[config.mk]
export PLATFORM = sky130hd
export DESIGN_NAME = wbvga_ctrl
export DESIGN_NICKNAME = d
export VERILOG_FILES = /design/src/rtl/wbvga_ctrl.sv
export SDC_FILE = /design/constraint.sdc
export NUM_CORES = 1
export LEC_CHECK = 0
export ABC_AREA = 0
export BUFFER_PORTS_ARGS = -buffer_cell sky130_fd_sc_hd__buf_4
export CELL_PAD_IN_SITES_DETAIL_PLACEMENT = 1
export CELL_PAD_IN_SITES_GLOBAL_PLACEMENT = 2
export CORE_MARGIN = 4
export CORE_UTILIZATION = 36
export CTS_CLUSTER_DIAMETER = 60
export DETAILED_ROUTE_END_ITERATION = 10
export GPL_ROUTABILITY_DRIVEN = 0
export PLACE_DENSITY = 0.76
export SLEW_MARGIN = 20
export SYNTH_ARGS = -nofsm -noshare
export SYNTH_HDL_FRONTEND = slang
export SYNTH_SLANG_ARGS = --single-unit
[constraint.sdc]
create_clock -name i_clk -period 1.8 [get_ports i_clk]
set_input_delay 0.36 -clock i_clk [delete_from_list [all_inputs] [get_ports i_clk]]
set_output_delay 0.36 -clock i_clk [all_outputs]
set_load 0.1 [all_outputs]
[src/rtl/wbvga_ctrl.sv]
// VGA frame-buffer control: Wishbone register file with double-buffered base/timing and a disable/drain/re-enable sequencer.
// Latency: bus ack one cycle after strobe; register effects and active-output commits appear one cycle after the causing edge.
// Backpressure: never stalls the bus; timing updates hold the datapath off for at least HOLD cycles and until i_vid_cyc drops.
// Ports: i_clk/i_reset_n; Wishbone slave (i_wb_cyc/stb/we/addr/data/sel, o_wb_stall/ack/data);
//        i_frame and i_vid_cyc from the frame module; o_en/o_test, o_base_addr, o_line_words,
//        o_hm_* / o_vm_* active timing; o_interrupt (level, frame IRQ flag gated by IRQEN).
module wbvga_ctrl #(
  parameter int          AW       = 24,
  parameter int          FW       = 13,
  parameter int          LW       = 12,
  parameter int          HOLD     = 16,
  // Packed 16-bit fields, most significant first: width/height, porch, synch, raw.
  parameter logic [63:0] DEF_H    = {16'd640, 16'd656, 16'd752, 16'd800},
  parameter logic [63:0] DEF_V    = {16'd480, 16'd490, 16'd492, 16'd525},
  parameter int          DEF_LINE = 640
) (
  input  logic          i_clk,
  input  logic          i_reset_n,
  input  logic          i_wb_cyc,
  input  logic          i_wb_stb,
  input  logic          i_wb_we,
  input  logic [2:0]    i_wb_addr,
  input  logic [31:0]   i_wb_data,
  input  logic [3:0]    i_wb_sel,
  output logic          o_wb_stall,
  output logic          o_wb_ack,
  output logic [31:0]   o_wb_data,
  input  logic          i_frame,
  input  logic          i_vid_cyc,
  output logic          o_en,
  output logic          o_test,
  output logic [AW-1:0] o_base_addr,
  output logic [FW:0]   o_line_words,
  output logic [FW-1:0] o_hm_width,
  output logic [FW-1:0] o_hm_porch,
  output logic [FW-1:0] o_hm_synch,
  output logic [FW-1:0] o_hm_raw,
  output logic [LW-1:0] o_vm_height,
  output logic [LW-1:0] o_vm_porch,
  output logic [LW-1:0] o_vm_synch,
  output logic [LW-1:0] o_vm_raw,
  output logic          o_interrupt
);

  localparam int              LNW    = FW + 1;
  localparam int              CW     = $clog2(HOLD + 1);
  localparam logic [CW-1:0]   HOLD_C = CW'(HOLD);
  localparam logic [LNW-1:0]  DLINE  = LNW'(DEF_LINE);
  localparam logic [FW-1:0]   DH_W   = DEF_H[48 +: FW];
  localparam logic [FW-1:0]   DH_P   = DEF_H[32 +: FW];
  localparam logic [FW-1:0]   DH_S   = DEF_H[16 +: FW];
  localparam logic [FW-1:0]   DH_R   = DEF_H[0  +: FW];
  localparam logic [LW-1:0]   DV_H   = DEF_V[48 +: LW];
  localparam logic [LW-1:0]   DV_P   = DEF_V[32 +: LW];
  localparam logic [LW-1:0]   DV_S   = DEF_V[16 +: LW];
  localparam logic [LW-1:0]   DV_R   = DEF_V[0  +: LW];

  typedef enum logic [1:0] {S_OFF, S_RUN, S_FLUSH, S_APPLY} state_t;

  state_t          state, next_state;
  logic [CW-1:0]   hold_cnt;
  logic            commit_base, commit_shadow;
  logic            ctrl_en, ctrl_test, ctrl_irqen;
  logic [AW-1:0]   pend_base;
  logic            flip_pend, dirty;
  logic [LNW-1:0]  sh_line;
  logic [FW-1:0]   sh_hw, sh_hp, sh_hs, sh_hr;
  logic [LW-1:0]   sh_vh, sh_vp, sh_vs, sh_vr;
  logic [15:0]     frame_cnt;
  logic            irq_flag;
  logic [31:0]     rd_dat;

  // Byte-lane merge of a write into the current 32-bit register view.
  function automatic logic [31:0] wmerge(input logic [31:0] old, input logic [31:0] d,
                                         input logic [3:0] s);
    logic [31:0] r;
    r = old;
    for (int b = 0; b < 4; b++)
      if (s[b]) r[8*b +: 8] = d[8*b +: 8];
    return r;
  endfunction

  logic bus_stb, wr, shadow_wr, busy;
  assign bus_stb   = i_wb_cyc & i_wb_stb;
  assign wr        = bus_stb & i_wb_we;
  assign shadow_wr = wr && (i_wb_addr >= 3'd2) && (i_wb_addr <= 3'd6);
  assign busy      = (state == S_FLUSH) || (state == S_APPLY);

  logic [31:0] view_ha, view_hb, view_va, view_vb;
  assign view_ha = {16'(sh_hp), 16'(sh_hw)};
  assign view_hb = {16'(sh_hr), 16'(sh_hs)};
  assign view_va = {16'(sh_vp), 16'(sh_vh)};
  assign view_vb = {16'(sh_vr), 16'(sh_vs)};

  assign o_wb_stall  = 1'b0;
  assign o_en        = (state == S_RUN);
  assign o_test      = ctrl_test;
  assign o_interrupt = irq_flag & ctrl_irqen;

  always_comb begin
    rd_dat = '0;
    case (i_wb_addr)
      3'd0: rd_dat = {flip_pend, busy, 27'd0, ctrl_irqen, ctrl_test, ctrl_en};
      3'd1: rd_dat = 32'(pend_base);
      3'd2: rd_dat = 32'(o_line_words);
      3'd3: rd_dat = {16'(o_hm_porch), 16'(o_hm_width)};
      3'd4: rd_dat = {16'(o_hm_raw), 16'(o_hm_synch)};
      3'd5: rd_dat = {16'(o_vm_porch), 16'(o_vm_height)};
      3'd6: rd_dat = {16'(o_vm_raw), 16'(o_vm_synch)};
      default: rd_dat = {15'd0, irq_flag, frame_cnt};
    endcase
  end

  always_comb begin
    next_state    = state;
    commit_base   = 1'b0;
    commit_shadow = 1'b0;
    case (state)
      S_OFF: begin
        // Datapath is idle, so pending values can land immediately.
        commit_base   = flip_pend;
        commit_shadow = dirty;
        if (ctrl_en && !dirty) next_state = S_RUN;
      end
      S_RUN: begin
        commit_base = i_frame & flip_pend;
        if (!ctrl_en)   next_state = S_OFF;
        else if (dirty) next_state = S_FLUSH;
      end
      S_FLUSH: begin
        // A late shadow write restarts the hold, so never leave on that cycle.
        if (hold_cnt == '0 && !i_vid_cyc && !shadow_wr) next_state = S_APPLY;
      end
      S_APPLY: begin
        commit_base   = 1'b1;
        commit_shadow = 1'b1;
        next_state    = ctrl_en ? S_RUN : S_OFF;
      end
      default: next_state = S_OFF;
    endcase
  end

  always_ff @(posedge i_clk or negedge i_reset_n) begin
    if (!i_reset_n) begin
      state        <= S_OFF;
      hold_cnt     <= HOLD_C;
      ctrl_en      <= 1'b0;
      ctrl_test    <= 1'b0;
      ctrl_irqen   <= 1'b0;
      pend_base    <= '0;
      flip_pend    <= 1'b0;
      dirty        <= 1'b0;
      sh_line      <= DLINE;
      sh_hw <= DH_W;  sh_hp <= DH_P;  sh_hs <= DH_S;  sh_hr <= DH_R;
      sh_vh <= DV_H;  sh_vp <= DV_P;  sh_vs <= DV_S;  sh_vr <= DV_R;
      o_base_addr  <= '0;
      o_line_words <= DLINE;
      o_hm_width <= DH_W;  o_hm_porch <= DH_P;  o_hm_synch <= DH_S;  o_hm_raw <= DH_R;
      o_vm_height <= DV_H; o_vm_porch <= DV_P;  o_vm_synch <= DV_S;  o_vm_raw <= DV_R;
      frame_cnt    <= '0;
      irq_flag     <= 1'b0;
      o_wb_ack     <= 1'b0;
      o_wb_data    <= '0;
    end else begin
      state <= next_state;

      // Held at HOLD outside FLUSH so entry always starts a full count.
      if (state != S_FLUSH || shadow_wr) hold_cnt <= HOLD_C;
      else if (hold_cnt != '0)           hold_cnt <= hold_cnt - CW'(1);

      o_wb_ack <= bus_stb;
      if (bus_stb) o_wb_data <= rd_dat;

      // Commits come before bus writes so a same-cycle write stays pending.
      if (commit_base) begin
        o_base_addr <= pend_base;
        flip_pend   <= 1'b0;
      end
      if (commit_shadow) begin
        o_line_words <= sh_line;
        o_hm_width <= sh_hw;  o_hm_porch <= sh_hp;  o_hm_synch <= sh_hs;  o_hm_raw <= sh_hr;
        o_vm_height <= sh_vh; o_vm_porch <= sh_vp;  o_vm_synch <= sh_vs;  o_vm_raw <= sh_vr;
        dirty <= 1'b0;
      end

      if (wr && i_wb_addr == 3'd0 && i_wb_sel[0]) begin
        ctrl_en    <= i_wb_data[0];
        ctrl_test  <= i_wb_data[1];
        ctrl_irqen <= i_wb_data[2];
      end
      if (wr && i_wb_addr == 3'd1) begin
        pend_base <= AW'(wmerge(32'(pend_base), i_wb_data, i_wb_sel));
        flip_pend <= 1'b1;
      end
      if (shadow_wr) dirty <= 1'b1;
      if (wr) begin
        case (i_wb_addr)
          3'd2: sh_line <= LNW'(wmerge(32'(sh_line), i_wb_data, i_wb_sel));
          3'd3: begin
            sh_hw <= FW'(wmerge(view_ha, i_wb_data, i_wb_sel));
            sh_hp <= FW'(wmerge(view_ha, i_wb_data, i_wb_sel) >> 16);
          end
          3'd4: begin
            sh_hs <= FW'(wmerge(view_hb, i_wb_data, i_wb_sel));
            sh_hr <= FW'(wmerge(view_hb, i_wb_data, i_wb_sel) >> 16);
          end
          3'd5: begin
            sh_vh <= LW'(wmerge(view_va, i_wb_data, i_wb_sel));
            sh_vp <= LW'(wmerge(view_va, i_wb_data, i_wb_sel) >> 16);
          end
          3'd6: begin
            sh_vs <= LW'(wmerge(view_vb, i_wb_data, i_wb_sel));
            sh_vr <= LW'(wmerge(view_vb, i_wb_data, i_wb_sel) >> 16);
          end
          default: ;
        endcase
      end

      // A new frame outranks a software clear of the flag in the same cycle.
      if (i_frame) begin
        frame_cnt <= frame_cnt + 16'd1;
        irq_flag  <= 1'b1;
      end else if (wr && i_wb_addr == 3'd7 && i_wb_sel[2] && i_wb_data[16]) begin
        irq_flag <= 1'b0;
      end
    end
  end

endmodule

==> impl_metrics.yaml <==
outcome:
  status: "complete, but fails checks"
  violations: "setup timing"
synth:
  synth_top_flop_cell: "dfrtp_1"
  yosysUniqueCellTypes: 62
  synthArstFlopShare: 1.00
  synth_seq_area_share: 0.603
  synth_area_um2: 14100
  ys_ff_latch: 337
  synth_top_area_share: 0.471
  synth_edf_count: 0
  yosys-top-cells-area: "dfrtp_1 47%, mux2_2 24%, dfstp_2 13%"
  ys_warn_count: 0
  syn_inst: 999
  synth_top_cell_by_area: "dfrtp_1"
  synth.avg_cell_area_um2: 14.1
place:
  dp_slack_ns: -0.121
  dp.cells: 1803
  place_hpwl_mm: 31.7
  port-buffer-count: 215
detailed_routing:
  route.detailed.drc: 0
  dr_total_vias: 9676
  ant_nets: 0
  wl_per_cell_um: 23.6
  drt_iter0_drc: 440
  first_pass_iters: 4
  totalWireLength_mm: 44.4
  viasPerCell: 5.14
global_routing:
  grt_pass1_vias: 10600
  grt_usage: 0.207
  grt_pass1_wl_mm: 67.0
  overflow: 0
  grt_antenna_before_repair: 2
  grt_max_degree: 65
job:
  maxCapViolCount: 0
finish:
  drive_gt1_frac: 0.587
  final_cell_mix: "299 x buf_4, 295 x mux2_2, 264 x dfrtp_1, 71 x dfstp_2, 45 x nand2_1"
  area_delta_synth_final_pct: 33.6
  fin_nets: 1386
  nFillCells: 3934
  final_common_cell: "buf_4"
  fin_cells: 1881
sta:
  finalHoldViolCount: 0
  setup_viol: 5
  fin_crit_ns: 1.81
  fmax_ghz: 0.552
  maxSlewHeadroom: 0.422
  drv_slew: 0
  timing.final.ws_setup_ns: -0.0109
  worst_pin_slew_ns: 0.863
  setup_tns_ns: -0.0429
  rsz0062_at_grt: "yes"
  finClkSkew_ns: 0.0117
  fin_crit_sh: 1.01
power_and_ir_drop:
  intPower_mw: 18.3
  swShare: 0.441
  p_switching_mw: 14.4
  p_comb_frac: 0.431
  powerDensity_nw_per_um2: 1740
  cellLeakagePower_nw: 8.91
  vdd_ir_drop_max_v: 0.000835
  p_seq_frac: 0.325
  power_frac_clock: 0.244
cts:
  clk_latency_ns: 0.52
  cts_sinks: 337
  cts_inserted_buffers: 39
  htreeDepth: 2
  tritoncts: "built"
  cts_root_buffer: "clkbuf_16"
  clk_pin_slew_worst_paths_ns: 0.06
  cts_max_path_buffers: 3
setup_path:
  reg2reg_depth: 8
  reg2reg_to: "o_base_addr[10]"
  crit_required_ns: 2.20
  critPathCaptureType: "register"
  worstSetupPathType: "register to register"
  critPathLaunchType: "register"
  r2r_slack_ns: -0.01
  critPathMaxFanout: 18
  cp.arrival_ns: 2.21
floorplan:
  rows: 72
  fp.dieH_um: 206
  fp.dieW_um: 206
  coreArea_um2: 38700
  start_util: 0.365
  boundaryPins: 221
  dieArea_um2: 42500
hold_path:
  min_to: "pend_base[15]"
  min_path_type: "primary input to register"
  hp-start: "i_wb_data[15]"
  hold_depth: 2
## area by class of cell
class                      count  area [um2]  share of cell area
tap                          518         648              0.0344
multi-input combinational    607        5390               0.286
antenna                        2        5.00            0.000265
timing repair buffer         336        2940               0.156
inverter                      12        45.0             0.00239
sequential                   337        8520               0.452
clock buffer                  57        1190              0.0629
clock inverter                12         119             0.00630
## through the flow
stage	total power, mW	hold WS, ns	cell area, um2	utilization
after floorplan	20.8	0.0644	14200	-
after global placement	24.5	0.289	17400	0.450
after detailed placement	24.7	0.291	17400	0.450
after CTS	33.0	0.0661	18800	0.486
after global routing	34.0	0.0637	18900	0.487
final	32.7	0.0851	18900	0.487
## repair_timing
item | in CTS | in global routing
resized for setup | 9 | 4
hold buffers | 1 | 0
pin swaps | 6 | 3
gates cloned | 0 | 0
buffers inserted | 5 | 1
endpoints found under the hold margin | 26 | 0
endpoints found under the setup margin | 44 | 107
## metal layers
metal,track usage,vias to the layer above,wire (um)
met1,0.283,5112,19500
met2,0.345,214,21800
met3,0.0353,56,2150
met5,0,-,13
li1,-,4292,-
met4,0.0492,2,898
## cells by family after synthesis
group	after synthesis	share of synthesized area
AOI/OAI and AO/OA	126	0.0646
xor gates and xnor gates	16	0.00992
adders and majority gates	7	0.00620
buffers and inverters	56	0.0200
DFF	337	0.603
muxes	306	0.244
other	1	0.000266
and+or+nand+nor	150	0.0517
## worst max-delay path, cell delays in order (launching register included)
cell and delay [ns]:
dfrtp_1 0.40, inv_2 0.10, buf_6 0.10, ha_4 0.15
a21o_1 0.13, a21oi_2 0.07, nor2_4 0.16, buf_12 0.22
mux2_2 0.36
## worst max path at each step
stage	startpoint	to	slack [ns]
after global placement	i_wb_addr[0]	o_wb_data[20]	-0.10
final	register	o_base_addr[10]	-0.01
after detailed placement	i_wb_addr[0]	o_wb_data[27]	-0.12
after floorplan	register	o_base_addr[0]	-0.05
after CTS	register	o_en	-0.003
after global routing	register	o_base_addr[23]	-0.08
## registers in the layout (all words and copies together), names as in the netlist, 14 cells and up, named ones only
signal / flops
frame_cnt: 16
pend_base: 24
o_base_addr: 24
sh_line: 14
o_wb_data: 31
o_line_words: 14
## Yosys cell counts (2+ instances only)
cell	count
inv_1	11
nand4_1	5
a22oi_1	7
o31ai_1	2
a211oi_1	4
mux2_2	295
o21ai_0	30
dfstp_2	71
nor3_1	5
nand2_1	46
a22o_1	3
buf_2	26
a221o_1	2
buf_4	4
nor2_1	46
ha_1	7
mux2i_1	10
and3_1	6
xnor2_1	12
dfrtp_1	266
nand2b_1	3
o2bb2ai_1	4
o22ai_1	5
a31oi_1	5
nor2_2	11
a2bb2oi_1	5
clkbuf_1	10
a32oi_1	5
nor2b_1	6
o211ai_1	5
a21o_1	8
nand3b_1	2
nand3_1	7
buf_6	2
a221oi_1	26
a21oi_1	8
xor2_1	4
## power by group through the flow
| stage | logic (mW) | clock network [mW] | registers [mW] |
|---|---|---|---|
| global route | 14.6 | 8.49 | 10.8 |
| finish | 14.1 | 7.99 | 10.6 |
| CTS | 14.2 | 8.17 | 10.7 |
| floorplan | 3.42 | 0 | 17.4 |
| detailed placement | 14.0 | 0 | 10.8 |
| global placement | 13.8 | 0 | 10.7 |
(Power assumes the default switching activity.)
